`src/rtl/id_issue_queue_if.sv`:
```
// Decoder/issue-side bundle of the decode-to-issue queue.
// Master drives offers, flush and ack; slave (the queue) returns ready, head entry and occupancy.
interface id_issue_queue_if #(
    parameter int unsigned DATA_W   = 256,
    parameter int unsigned NR_LANES = 2,
    parameter int unsigned DEPTH    = 4
);
    localparam int unsigned CW = $clog2(DEPTH + 1);

    logic                               flush_i;
    logic [NR_LANES-1:0][DATA_W-1:0]    in_data_i;
    logic [NR_LANES-1:0]                in_ctrl_flow_i;
    logic [NR_LANES-1:0]                in_valid_i;
    logic [NR_LANES-1:0]                in_ready_o;
    logic [DATA_W-1:0]                  out_data_o;
    logic                               out_ctrl_flow_o;
    logic                               out_valid_o;
    logic                               out_ack_i;
    logic [CW-1:0]                      count_o;

    modport master (
        output flush_i, in_data_i, in_ctrl_flow_i, in_valid_i, out_ack_i,
        input  in_ready_o, out_data_o, out_ctrl_flow_o, out_valid_o, count_o
    );

    modport slave (
        input  flush_i, in_data_i, in_ctrl_flow_i, in_valid_i, out_ack_i,
        output in_ready_o, out_data_o, out_ctrl_flow_o, out_valid_o, count_o
    );
endinterface

```
`src/rtl/id_issue_queue.sv`:
```
// Multi-lane decode-to-issue FIFO: up to NR_LANES in per cycle, oldest entry presented to issue.
// Latency: accepted entry visible on out_* next cycle at the earliest; no in->out bypass.
// Backpressure: in_ready_o is a prefix mask of free slots, counting the head slot freed by ack.
module id_issue_queue #(
    parameter int unsigned DATA_W   = 256,
    parameter int unsigned NR_LANES = 2,
    parameter int unsigned DEPTH    = 4
) (
    input  logic             clk_i,
    input  logic             rst_ni,
    id_issue_queue_if.slave  q
);
    localparam int unsigned PW = $clog2(DEPTH);
    localparam int unsigned CW = $clog2(DEPTH + 1);

    logic [DATA_W-1:0]   mem_dat [DEPTH];
    logic [DEPTH-1:0]    mem_cf;
    logic [PW-1:0]       rptr_q;
    logic [PW-1:0]       wptr_q;
    logic [CW-1:0]       count_q;

    logic                ack;
    logic [31:0]         free;
    logic [NR_LANES-1:0] rdy;
    logic [NR_LANES-1:0] acc;
    logic [CW-1:0]       n_acc;
    logic [PW-1:0]       widx [NR_LANES];

    always_comb begin
        ack   = q.out_ack_i & (count_q != '0);
        free  = DEPTH - 32'(count_q) + 32'(ack);
        rdy   = '0;
        n_acc = '0;
        for (int k = 0; k < int'(NR_LANES); k++) begin
            rdy[k]  = q.flush_i | (free > 32'(k));
            widx[k] = wptr_q + PW'(k);
        end
        // Flush discards this cycle's offers even though ready is forced high.
        acc = q.in_valid_i & rdy & {NR_LANES{~q.flush_i}};
        for (int k = 0; k < int'(NR_LANES); k++) begin
            if (acc[k]) n_acc = n_acc + CW'(1);
        end
    end

    always_ff @(posedge clk_i or negedge rst_ni) begin
        if (!rst_ni) begin
            rptr_q  <= '0;
            wptr_q  <= '0;
            count_q <= '0;
            mem_cf  <= '0;
        end else begin
            if (q.flush_i) begin
                rptr_q  <= '0;
                wptr_q  <= '0;
                count_q <= '0;
            end else begin
                rptr_q  <= rptr_q + PW'(ack);
                wptr_q  <= wptr_q + PW'(n_acc);
                count_q <= count_q + n_acc - CW'(ack);
            end
            for (int k = 0; k < int'(NR_LANES); k++) begin
                if (acc[k]) mem_cf[widx[k]] <= q.in_ctrl_flow_i[k];
            end
        end
    end

    // Payload storage carries no reset; stale contents are masked by out_valid_o.
    always_ff @(posedge clk_i) begin
        for (int k = 0; k < int'(NR_LANES); k++) begin
            if (acc[k]) mem_dat[widx[k]] <= q.in_data_i[k];
        end
    end

    assign q.in_ready_o      = rdy;
    assign q.out_data_o      = mem_dat[rptr_q];
    assign q.out_ctrl_flow_o = mem_cf[rptr_q];
    assign q.out_valid_o     = (count_q != '0);
    assign q.count_o         = count_q;

    logic [NR_LANES:0] vld_ext;
    logic              prefix_ok;
    assign vld_ext   = {1'b0, q.in_valid_i};
    assign prefix_ok = ((vld_ext & (vld_ext + (NR_LANES+1)'(1))) == '0);

    a_valid_prefix: assert property (@(posedge clk_i) disable iff (!rst_ni) prefix_ok)
        else $error("in_valid_i is not a contiguous prefix");
endmodule
```
`src/flat_wrapper.sv`:
```
// flat-port wrapper written by rule: the top's interface ports become plain ports
module id_issue_queue_flat 
#(
    parameter int unsigned DATA_W   = 256,
    parameter int unsigned NR_LANES = 2,
    parameter int unsigned DEPTH    = 4
)
  (clk_i, rst_ni, q_flush_i, q_in_data_i, q_in_ctrl_flow_i, q_in_valid_i, q_out_ack_i, q_in_ready_o, q_out_data_o, q_out_ctrl_flow_o, q_out_valid_o, q_count_o);
  id_issue_queue_if #(.DATA_W(DATA_W), .NR_LANES(NR_LANES), .DEPTH(DEPTH)) q_i ();
  input  logic clk_i;
  input  logic rst_ni;
  input wire logic [$bits(q_i.flush_i)-1:0] q_flush_i;
  input wire logic [$bits(q_i.in_data_i)-1:0] q_in_data_i;
  input wire logic [$bits(q_i.in_ctrl_flow_i)-1:0] q_in_ctrl_flow_i;
  input wire logic [$bits(q_i.in_valid_i)-1:0] q_in_valid_i;
  input wire logic [$bits(q_i.out_ack_i)-1:0] q_out_ack_i;
  output wire logic [$bits(q_i.in_ready_o)-1:0] q_in_ready_o;
  output wire logic [$bits(q_i.out_data_o)-1:0] q_out_data_o;
  output wire logic [$bits(q_i.out_ctrl_flow_o)-1:0] q_out_ctrl_flow_o;
  output wire logic [$bits(q_i.out_valid_o)-1:0] q_out_valid_o;
  output wire logic [$bits(q_i.count_o)-1:0] q_count_o;
  assign q_i.flush_i = q_flush_i;
  assign q_i.in_data_i = q_in_data_i;
  assign q_i.in_ctrl_flow_i = q_in_ctrl_flow_i;
  assign q_i.in_valid_i = q_in_valid_i;
  assign q_i.out_ack_i = q_out_ack_i;
  assign q_in_ready_o = q_i.in_ready_o;
  assign q_out_data_o = q_i.out_data_o;
  assign q_out_ctrl_flow_o = q_i.out_ctrl_flow_o;
  assign q_out_valid_o = q_i.out_valid_o;
  assign q_count_o = q_i.count_o;
  id_issue_queue #(.DATA_W(DATA_W), .NR_LANES(NR_LANES), .DEPTH(DEPTH)) u_core (.clk_i(clk_i), .rst_ni(rst_ni), .q(q_i));
endmodule
```
`config.mk`:
```
export PLATFORM = sky130hd
export DESIGN_NAME = id_issue_queue_flat
export DESIGN_NICKNAME = d
export VERILOG_FILES = /design/src/rtl/id_issue_queue_if.sv /design/src/rtl/id_issue_queue.sv /design/src/flat_wrapper.sv
export SDC_FILE = /design/constraint.sdc
export NUM_CORES = 1
export LEC_CHECK = 0
export BUFFER_PORTS_ARGS = -buffer_cell sky130_fd_sc_hd__buf_2
export CAP_MARGIN = 20
export CORE_MARGIN = 1.5
export CORE_UTILIZATION = 38
export CTS_BUF_LIST = sky130_fd_sc_hd__clkbuf_16
export CTS_CLUSTER_SIZE = 40
export DETAILED_ROUTE_END_ITERATION = 8
export PLACE_DENSITY = 0.57
export SLEW_MARGIN = 15
export SYNTH_ARGS = -nofsm -noshare
export SYNTH_HDL_FRONTEND = slang
export SYNTH_SLANG_ARGS = --single-unit
export TNS_END_PERCENT = 50
```
`constraint.sdc`:
```
create_clock -name clk_i -period 27.4 [get_ports clk_i]
set_input_delay 4.11 -clock clk_i [delete_from_list [all_inputs] [get_ports clk_i]]
set_output_delay 4.11 -clock clk_i [all_outputs]
set_load 0.02 [all_outputs]
```
Word-level counts from Yosys, hierarchy flattened
Memories as Yosys holds them, arrays and structs flattened. Cells that the tools add are included.

Flip-flop bits (word level): 11. Bits in writable memories: 1024. Input port bits: 520. Output and inout bits: 263. Logic and storage cells: 48. Memories kept: 1.

Add/sub/neg operators: 8. $lt $le $gt $ge: 7. Mux-type cells: 19. Bitwise logic cells: 6. Reduce and logical (&&, ||, !) cells: 3.

Memory list: u_core.mem_dat (words 4, width 256, rd ports 1, clocked after Yosys merged registers in 0, wr ports 2, line id_issue_queue.sv:16) `logic [DATA_W-1:0] mem_dat [DEPTH];`.

Operators with widths (number): $gt A32 B1 Y1 const B (2); $add A32 B1 Y32 (1); $lt A2 B3 Y1 const B (3); $bwmux W4 (2); $mux W1 (8); $mux W4 (2); $mux W3 (2); $and A2 B2 Y2 (2); $demux W1 S2 (2); $ge A2 B1 Y1 const B (2); $mux W2 (2); $sub A3 B3 Y4 const A (1); $add A3 B3 Y3 (1); $reduce_bool A3 Y1 (1); $sub A3 B1 Y3 (1); $add A1 B1 Y2 const B (1); $add A2 B1 Y2 (1); $add A2 B1 Y2 const B (1); $add A2 B2 Y2 (1); $bmux W1 S2 (1); $logic_and A1 B1 Y1 (2); $or A1 B1 Y1 (2); $and A1 B1 Y1 (1); $not A1 Y1 (1).

Depth between registers and ports, before layout
Gate-level depths: netlist of run 1.

Depth in word-level cells: 13. Mapped depth: 20.

Least setup slack after synthesis of run 1
Ideal clock, no wire load.

Path type: input-to-reg. Start point: in q_out_ack_i. End point: mem u_core.mem_dat[0][0], enable pin. Library setup time: 1245 ps. Data arrival time: 24256 ps. Data required time: 26155 ps. Path slack: 1900 ps. Stages on the path: 9. Path through: nor2b_1 > and2_1 > ha_1 > nand3b_1 > ha_1 > nand4_4 > o311ai_1 > buf_2 > o31ai_1.

RTL lines: start, declared (line flat_wrapper.sv:16) `input wire logic [$bits(q_i.out_ack_i)-1:0] q_out_ack_i;`; end, declared (line id_issue_queue.sv:16).

Worst setup path after layout of run 1
Start point: in q_out_ack_i. End point: out q_in_ready_o[0].

Word-level cells in the longest chain between the ends: 4.

Ends and longest elaborated chain: $and A1 B1 Y1 (line id_issue_queue.sv:30) `ack = q.out_ack_i & (count_q != '0);`; $add A32 B1 Y32 (line id_issue_queue.sv:31) `free = DEPTH - 32'(count_q) + 32'(ack);`; $gt A32 B1 Y1 (line id_issue_queue.sv:35) `rdy[k] = q.flush_i | (free > 32'(k));`; $or A1 B1 Y1 (line id_issue_queue.sv:35); end, declared (line flat_wrapper.sv:17) `output wire logic [$bits(q_i.in_ready_o)-1:0] q_in_ready_o;`.

No other way between the ends.

==> flow_metrics.tcl, run 1 <==
set metrics [dict create \
    async_flop_share 0.0106 \
    regArea_um2 31000 \
    finalHoldViolCount 0 \
    relSlewSlack 0.196 \
    dp_hpwl_um 84500 \
    grt_setup_unrepaired "false" \
    nNetsFinal 3879 \
    via_per_inst 5.26 \
    utilization 0.450 \
    final_max_slew_viol_count 0 \
    synthDistinctLibCells 33 \
    layout_commonest_cell "edfxtp_1" \
    drt-total-wl_um 137000 \
    syn2layout_area_growth_pct 17.5 \
    cp_slowest_cell "or3_1" \
    pre_cts_slack_ps 16710 \
    status "completed" \
    p_leak_nw 20.6 \
    drc 0 \
    powerDensity_nw_per_um2 83.1 \
    grt_use_total 0.199 \
    dr.pass1.iters 5 \
    ios 783 \
    die_y_um 367 \
    start_util 0.383 \
    hp-class "flop to flop" \
    wl_per_cell_um 26.1 \
    numPortBuffers 782 \
    criticalPathCategory "input pin to output pin" \
    clkSlewWorstSetupHoldPaths_ps 60 \
    required_ps 23290 \
    cts_sinks 1035 \
    grt_pass1_vias 29100 \
    yosysTopAreaCell "edfxtp_1" \
    multi_input_comb_area_um2 18000 \
    drive_gt1_frac 0.427 \
    syn-num-nets 3111 \
    setup-violations-final 0 \
    setup_slack_ps 16770 \
    ys_ff_latch 1035 \
    clkLatencyLatePin_ps 730 \
    min_period_over_period 0.388 \
    die_x_um 367 \
    grt_pass1_wl_um 200000 \
    cts_buffers 115 \
    row_count 133 \
    post-place-cells 4982 \
    arrival_ps 6520 \
    cts-resized-gates 0 \
    syn_area_per_cell_um2 19.6 \
    finalSetupTns_ps 0 \
    fill_cells 11600 \
    whs_ps 557 \
    skew_ps 37.1 \
    cts_root_buffer "clkbuf_16" \
    die-area_um2 135000 \
    slowest_delay_ps 450 \
    antenna_violating_nets_post_route 0 \
    drt-initial-drc-count 1667 \
    fin_cells 5226 \
    cp_top_family "simple AND/OR/NAND/NOR gates" \
    ir_drop_mv 0.0585 \
    cts.path.max_buffers 3 \
    post_cts_buffers 0 \
    ys_warn_count 0 \
    ys.flop_type "edfxtp_1" \
    critPathCaptureType "output pin" \
    cts_tree "built" \
    syn_inst 2576 \
    startpoint_type "input pin" \
    syn_area_um2 50500 \
    path_buf_inv 2 \
    ys_seq_area_frac 0.615 \
    grt_max_degree 133 \
    worstPathCellList "buf_2 > nor2b_1 > and2_1 > ha_1 > nand3b_1 > ha_1 > nor4_4 > nand4_4 > or3_1 > buf_2" \
    tightest_slew_ps 1210 \
    grt-ovfl-total 0 \
    cp_max_fo 7 \
    antenna_found_initial 85 \
    synthTopCellsByArea "edfxtp_1 (61%), mux2_1 (18%), mux4_2 (11%), mux2_2 (5.0%), buf_6 (1.8%)" \
    min_period_ps 10630 \
    hold_buffers 0 \
    design.core.area_um2 132000 \
    final_cell_mix "edfxtp_1 (1,024), mux2_1 (800), buf_2 (782), mux4_2 (257), mux2_2 (224)" \
    vias 27500 \
    place.gp.congestion 0.765 \
    maxCapViolCount 0 \
    yosys.area.top_type_share 0.609 \
    fmax_mhz 94.0 \
    synth_edf_count 1024 \
    cts_max_level 3 \
]
sequential cells by signal, indices dropped and copies added, names as in the netlist:
register / flops
u_core.rptr_q: 2
u_core.q.count_o: 3
u_core.mem_cf: 4
u_core.mem_dat: 1024
u_core.wptr_q: 2
power by group:
part           internal (mW)  switching (mW)
logic                  0.539           0.818
clock network          0.844           0.646
registers               2.01          0.0633
total                   3.40            1.53
cell type report:
type | instances | share of cell area
Sequential cell | 1035 | 0.523
Multi-Input combinational cell | 1354 | 0.304
Timing Repair Buffer | 826 | 0.0729
Clock buffer | 117 | 0.0494
Tap cell | 1755 | 0.0370
Clock inverter | 97 | 0.0110
Antenna cell | 30 | 0.00127
Inverter | 12 | 0.000760
worst min-delay path: stages (launching register included):
cell,delay [ps]
dfrtp_1,370
o21ai_0,70
a31oi_1,80
cell usage after synthesis, types with 3 or more instances:
| master | count |
|---|---|
| o2111ai_4 | 4 |
| edfxtp_1 | 1024 |
| inv_1 | 12 |
| buf_6 | 82 |
| buf_2 | 44 |
| buf_8 | 6 |
| mux2_2 | 224 |
| buf_1 | 19 |
| o21ai_0 | 6 |
| or3_1 | 4 |
| nand2_1 | 3 |
| clkbuf_1 | 16 |
| buf_4 | 8 |
| mux2_1 | 800 |
| ha_1 | 14 |
| a31oi_1 | 4 |
| mux4_2 | 257 |
| nor2_1 | 11 |
| xnor2_1 | 6 |
| nor2b_1 | 6 |
| dfrtp_1 | 11 |
worst paths after layout:
kind	startpoint	to	slack (ps)	cells after the start
setup reg to reg	u_core.q.count_o[0]	u_core.mem_dat[3][79]	20620	15
max in group asynchronous	rst_ni	u_core.rptr_q[1]	23870	1
min in group asynchronous	rst_ni	u_core.q.count_o[1]	3260	1
setup / recovery	q_out_ack_i	q_in_ready_o[0]	16770	10
hold / removal	u_core.mem_cf[3]	u_core.mem_cf[3]	560	2
hold reg to reg	u_core.mem_cf[3]	u_core.mem_cf[3]	560	2
per-stage QoR:
step                power, mW  cell area, um2
floorplan                3.19           50500
global placement         3.50           55600
detailed placement       3.50           55600
CTS                      5.00           59200
global route             5.13           59300
finish                   4.92           59300
routing by layer:
metal  track usage  up-vias  share of wire
li1              -    12200              -
met1         0.242    14200           0.40
met2         0.341      751           0.51
met3        0.0557      289          0.062
met4        0.0594       62          0.029
met5             0        -         0.0028
kinds of logic after synthesis:
logic type,Yosys count,synth area share
compound gates,18,0.00374
mux,1281,0.343
fa+ha+maj,15,0.00387
simple gates,33,0.00419
flops,1035,0.615
xor+xnor,7,0.00121
buf+inv,187,0.0291
Note: power is estimated with default switching activity, not from simulation.
==> inputs of run 2 (changes only) <==
==> constraint.sdc (replaced) <==
create_clock -name clk_i -period 11.03 [get_ports clk_i]
set_input_delay 1.6545 -clock clk_i [delete_from_list [all_inputs] [get_ports clk_i]]
set_output_delay 1.6545 -clock clk_i [all_outputs]
set_load 0.02 [all_outputs]
==> run 2 against run 1 <==
Critical endpoint is now u_core.mem_dat[1][82]. Critical path type is now input pin to flop. Core utilization is 0.15 points lower. Via count is 0.27% higher. Sequential power is 150% higher. Cell area is 0.34% lower. Final cell count is 0.40% lower. Count of clock-buffer cells in the layout is 1 lower. Hold slack worse by 5.5 ps.
==> flow_metrics.tcl, run 2 (synthesis gave the netlist of run 1 again) <==
set metrics [dict create \
    die_y_um 367 \
    relSlewSlack 0.215 \
    die_x_um 367 \
    cp_max_fo 51 \
    cts_root_buffer "clkbuf_16" \
    grt-ovfl-total 0 \
    clkLatencyLatePin_ps 740 \
    row_count 133 \
    via_per_inst 5.30 \
    crit_path_end "u_core.mem_dat[1][82]" \
    cp.depth 13 \
    final_area_um2 59100 \
    grt_use_total 0.199 \
    drc 0 \
    whs_ps 552 \
    finalHoldViolCount 0 \
    cts_buffers 115 \
    fmax_mhz 171 \
    ff2ff_path_depth 15 \
    min_period_over_period 0.531 \
    cp_slowest_cell "buf_4" \
    wl_per_cell_um 26.3 \
    hold_buffers 0 \
    placed_area_um2 55700 \
    die-area_um2 135000 \
    grt_setup_unrepaired "false" \
    hp-class "flop to flop" \
    antenna_violating_nets_post_route 0 \
    maxCapViolCount 0 \
    cts.path.max_buffers 3 \
    startpoint "q_out_ack_i" \
    final_max_slew_viol_count 0 \
    criticalPathCategory "input pin to flop" \
    numPortBuffers 782 \
    rr_startpoint "u_core.q.count_o[0]" \
    cts-resized-gates 0 \
    status "completed" \
    worst_path_most_repeated_cell "buf_4" \
    layout_commonest_cell "edfxtp_1" \
    dr.pass1.iters 5 \
    grt_pass1_vias 29300 \
    rrSetupSlack_ps 5330 \
    arrival_ps 6320 \
    setup-violations-final 0 \
    cts_max_level 3 \
    antenna_found_initial 75 \
    grt_pass1_wl_um 200000 \
    powerDensity_nw_per_um2 203 \
    min_period_ps 5850 \
    dp_hpwl_um 84400 \
    clkSlewWorstSetupHoldPaths_ps 60 \
    cts_sinks 1035 \
    utilization 0.449 \
    r2r-end "u_core.mem_dat[1][82]" \
    largest_reg_flops 1024 \
    cts_tree "built" \
    skew_ps 30.3 \
    worstPathCellList "buf_2 > nor2b_1 > and2_1 > ha_1 > nand3b_1 > ha_1 > nor4_4 > nand4_4 > o2111ai_4 > buf_4 > buf_4 > buf_4 > mux2_1" \
    fill_cells 11700 \
    ios 783 \
    place.gp.congestion 0.766 \
    slowest_delay_ps 730 \
    drt-total-wl_um 137000 \
    syn2layout_area_growth_pct 17.1 \
    required_ps 11500 \
    drive_gt1_frac 0.423 \
    design.core.area_um2 132000 \
    vias 27600 \
    drt-initial-drc-count 1551 \
    ir_drop_mv 0.125 \
    start_util 0.383 \
    path_buf_inv 4 \
    final_cell_mix "edfxtp_1 (1,024), mux2_1 (800), buf_2 (782), mux4_2 (257), mux2_2 (224)" \
    startpoint_type "input pin" \
    post_cts_buffers 0 \
    nNetsFinal 3872 \
    grt_max_degree 127 \
    critPathCaptureType "flop" \
    tightest_slew_ps 1180 \
    cp_top_family "buffers and inverters" \
    p_leak_nw 20.5 \
]
-- run 2: cell types whose count changed in the layout (fill, tap and decap cells not counted), sizes merged --
cell      previous run  this run
clkinv              48        42
diode               30        29
clkbuf             117       116
bufinv               8         0
inv                 53        54
buf                826       819
clkinvlp             0         1
-- run 2: how the worst min path moves through the flow --
stage / startpoint / end / slack (ps) / depth (start not counted)
floorplan: u_core.mem_cf[2] / u_core.mem_cf[2] / 520 / 2
global placement: u_core.mem_cf[2] / u_core.mem_cf[2] / 540 / 2
detailed placement: u_core.mem_cf[2] / u_core.mem_cf[2] / 550 / 2
CTS: u_core.mem_cf[0] / u_core.mem_cf[0] / 550 / 2
global route: u_core.mem_cf[2] / u_core.mem_cf[2] / 580 / 2
finish: u_core.mem_cf[2] / u_core.mem_cf[2] / 550 / 2
-- run 2: power by group --
group / leakage, nW / switching, mW / internal [mW] / total [mW]
combinational: 9.22 / 2.05 / 1.34 / 3.39
sequential: 9.53 / 0.150 / 5.00 / 5.15
clock: 1.77 / 1.58 / 1.89 / 3.47
total: 20.5 / 3.78 / 8.24 / 12.0
-- run 2: cell type report --
class / count / area, um2 / share of cell area
antenna: 29 / 72.6 / 0.00123
clock buffer: 116 / 2900 / 0.0491
clock inverter: 85 / 418 / 0.00707
inverter: 12 / 45.0 / 0.000762
multi-input combinational: 1354 / 18000 / 0.305
sequential: 1035 / 31000 / 0.525
tap: 1755 / 2200 / 0.0372
timing repair buffer: 819 / 4380 / 0.0741
-- run 2: worst reg2reg max path, stage by stage, from the launching register on --
cell       delay, ps
dfrtp_1          390
inv_1            100
ha_1             200
ha_1             200
nor2b_1          240
and2_1           210
ha_1             190
nand3b_1         120
ha_1             280
nor4_4           320
nand4_4          240
o2111ai_4        250
buf_4            710
buf_4            830
buf_4            750
mux2_1           410
-- run 2: through the flow --
| stage | cells | TNS [ps] | total power, mW | setup slack, ps |
|---|---|---|---|---|
| final | 5205 | 0 | 12.0 | 5180 |
| after global routing | 5194 | 0 | 12.5 | 4860 |
| after CTS | 5176 | 0 | 12.2 | 5190 |
| after detailed placement | 4975 | 0 | 8.71 | 4360 |
| after global placement | 4975 | 0 | 8.70 | 4410 |
| after floorplan | 2576 | -3229350 | 7.69 | -4330 |
-- run 2: layer usage --
layer  track usage  share of wire  vias to the layer above
li1              -              -                    12200
met1         0.237           0.39                    14300
met2         0.347           0.52                      750
met3        0.0519          0.062                      252
met4        0.0702          0.029                       52
met5             0         0.0024                        -
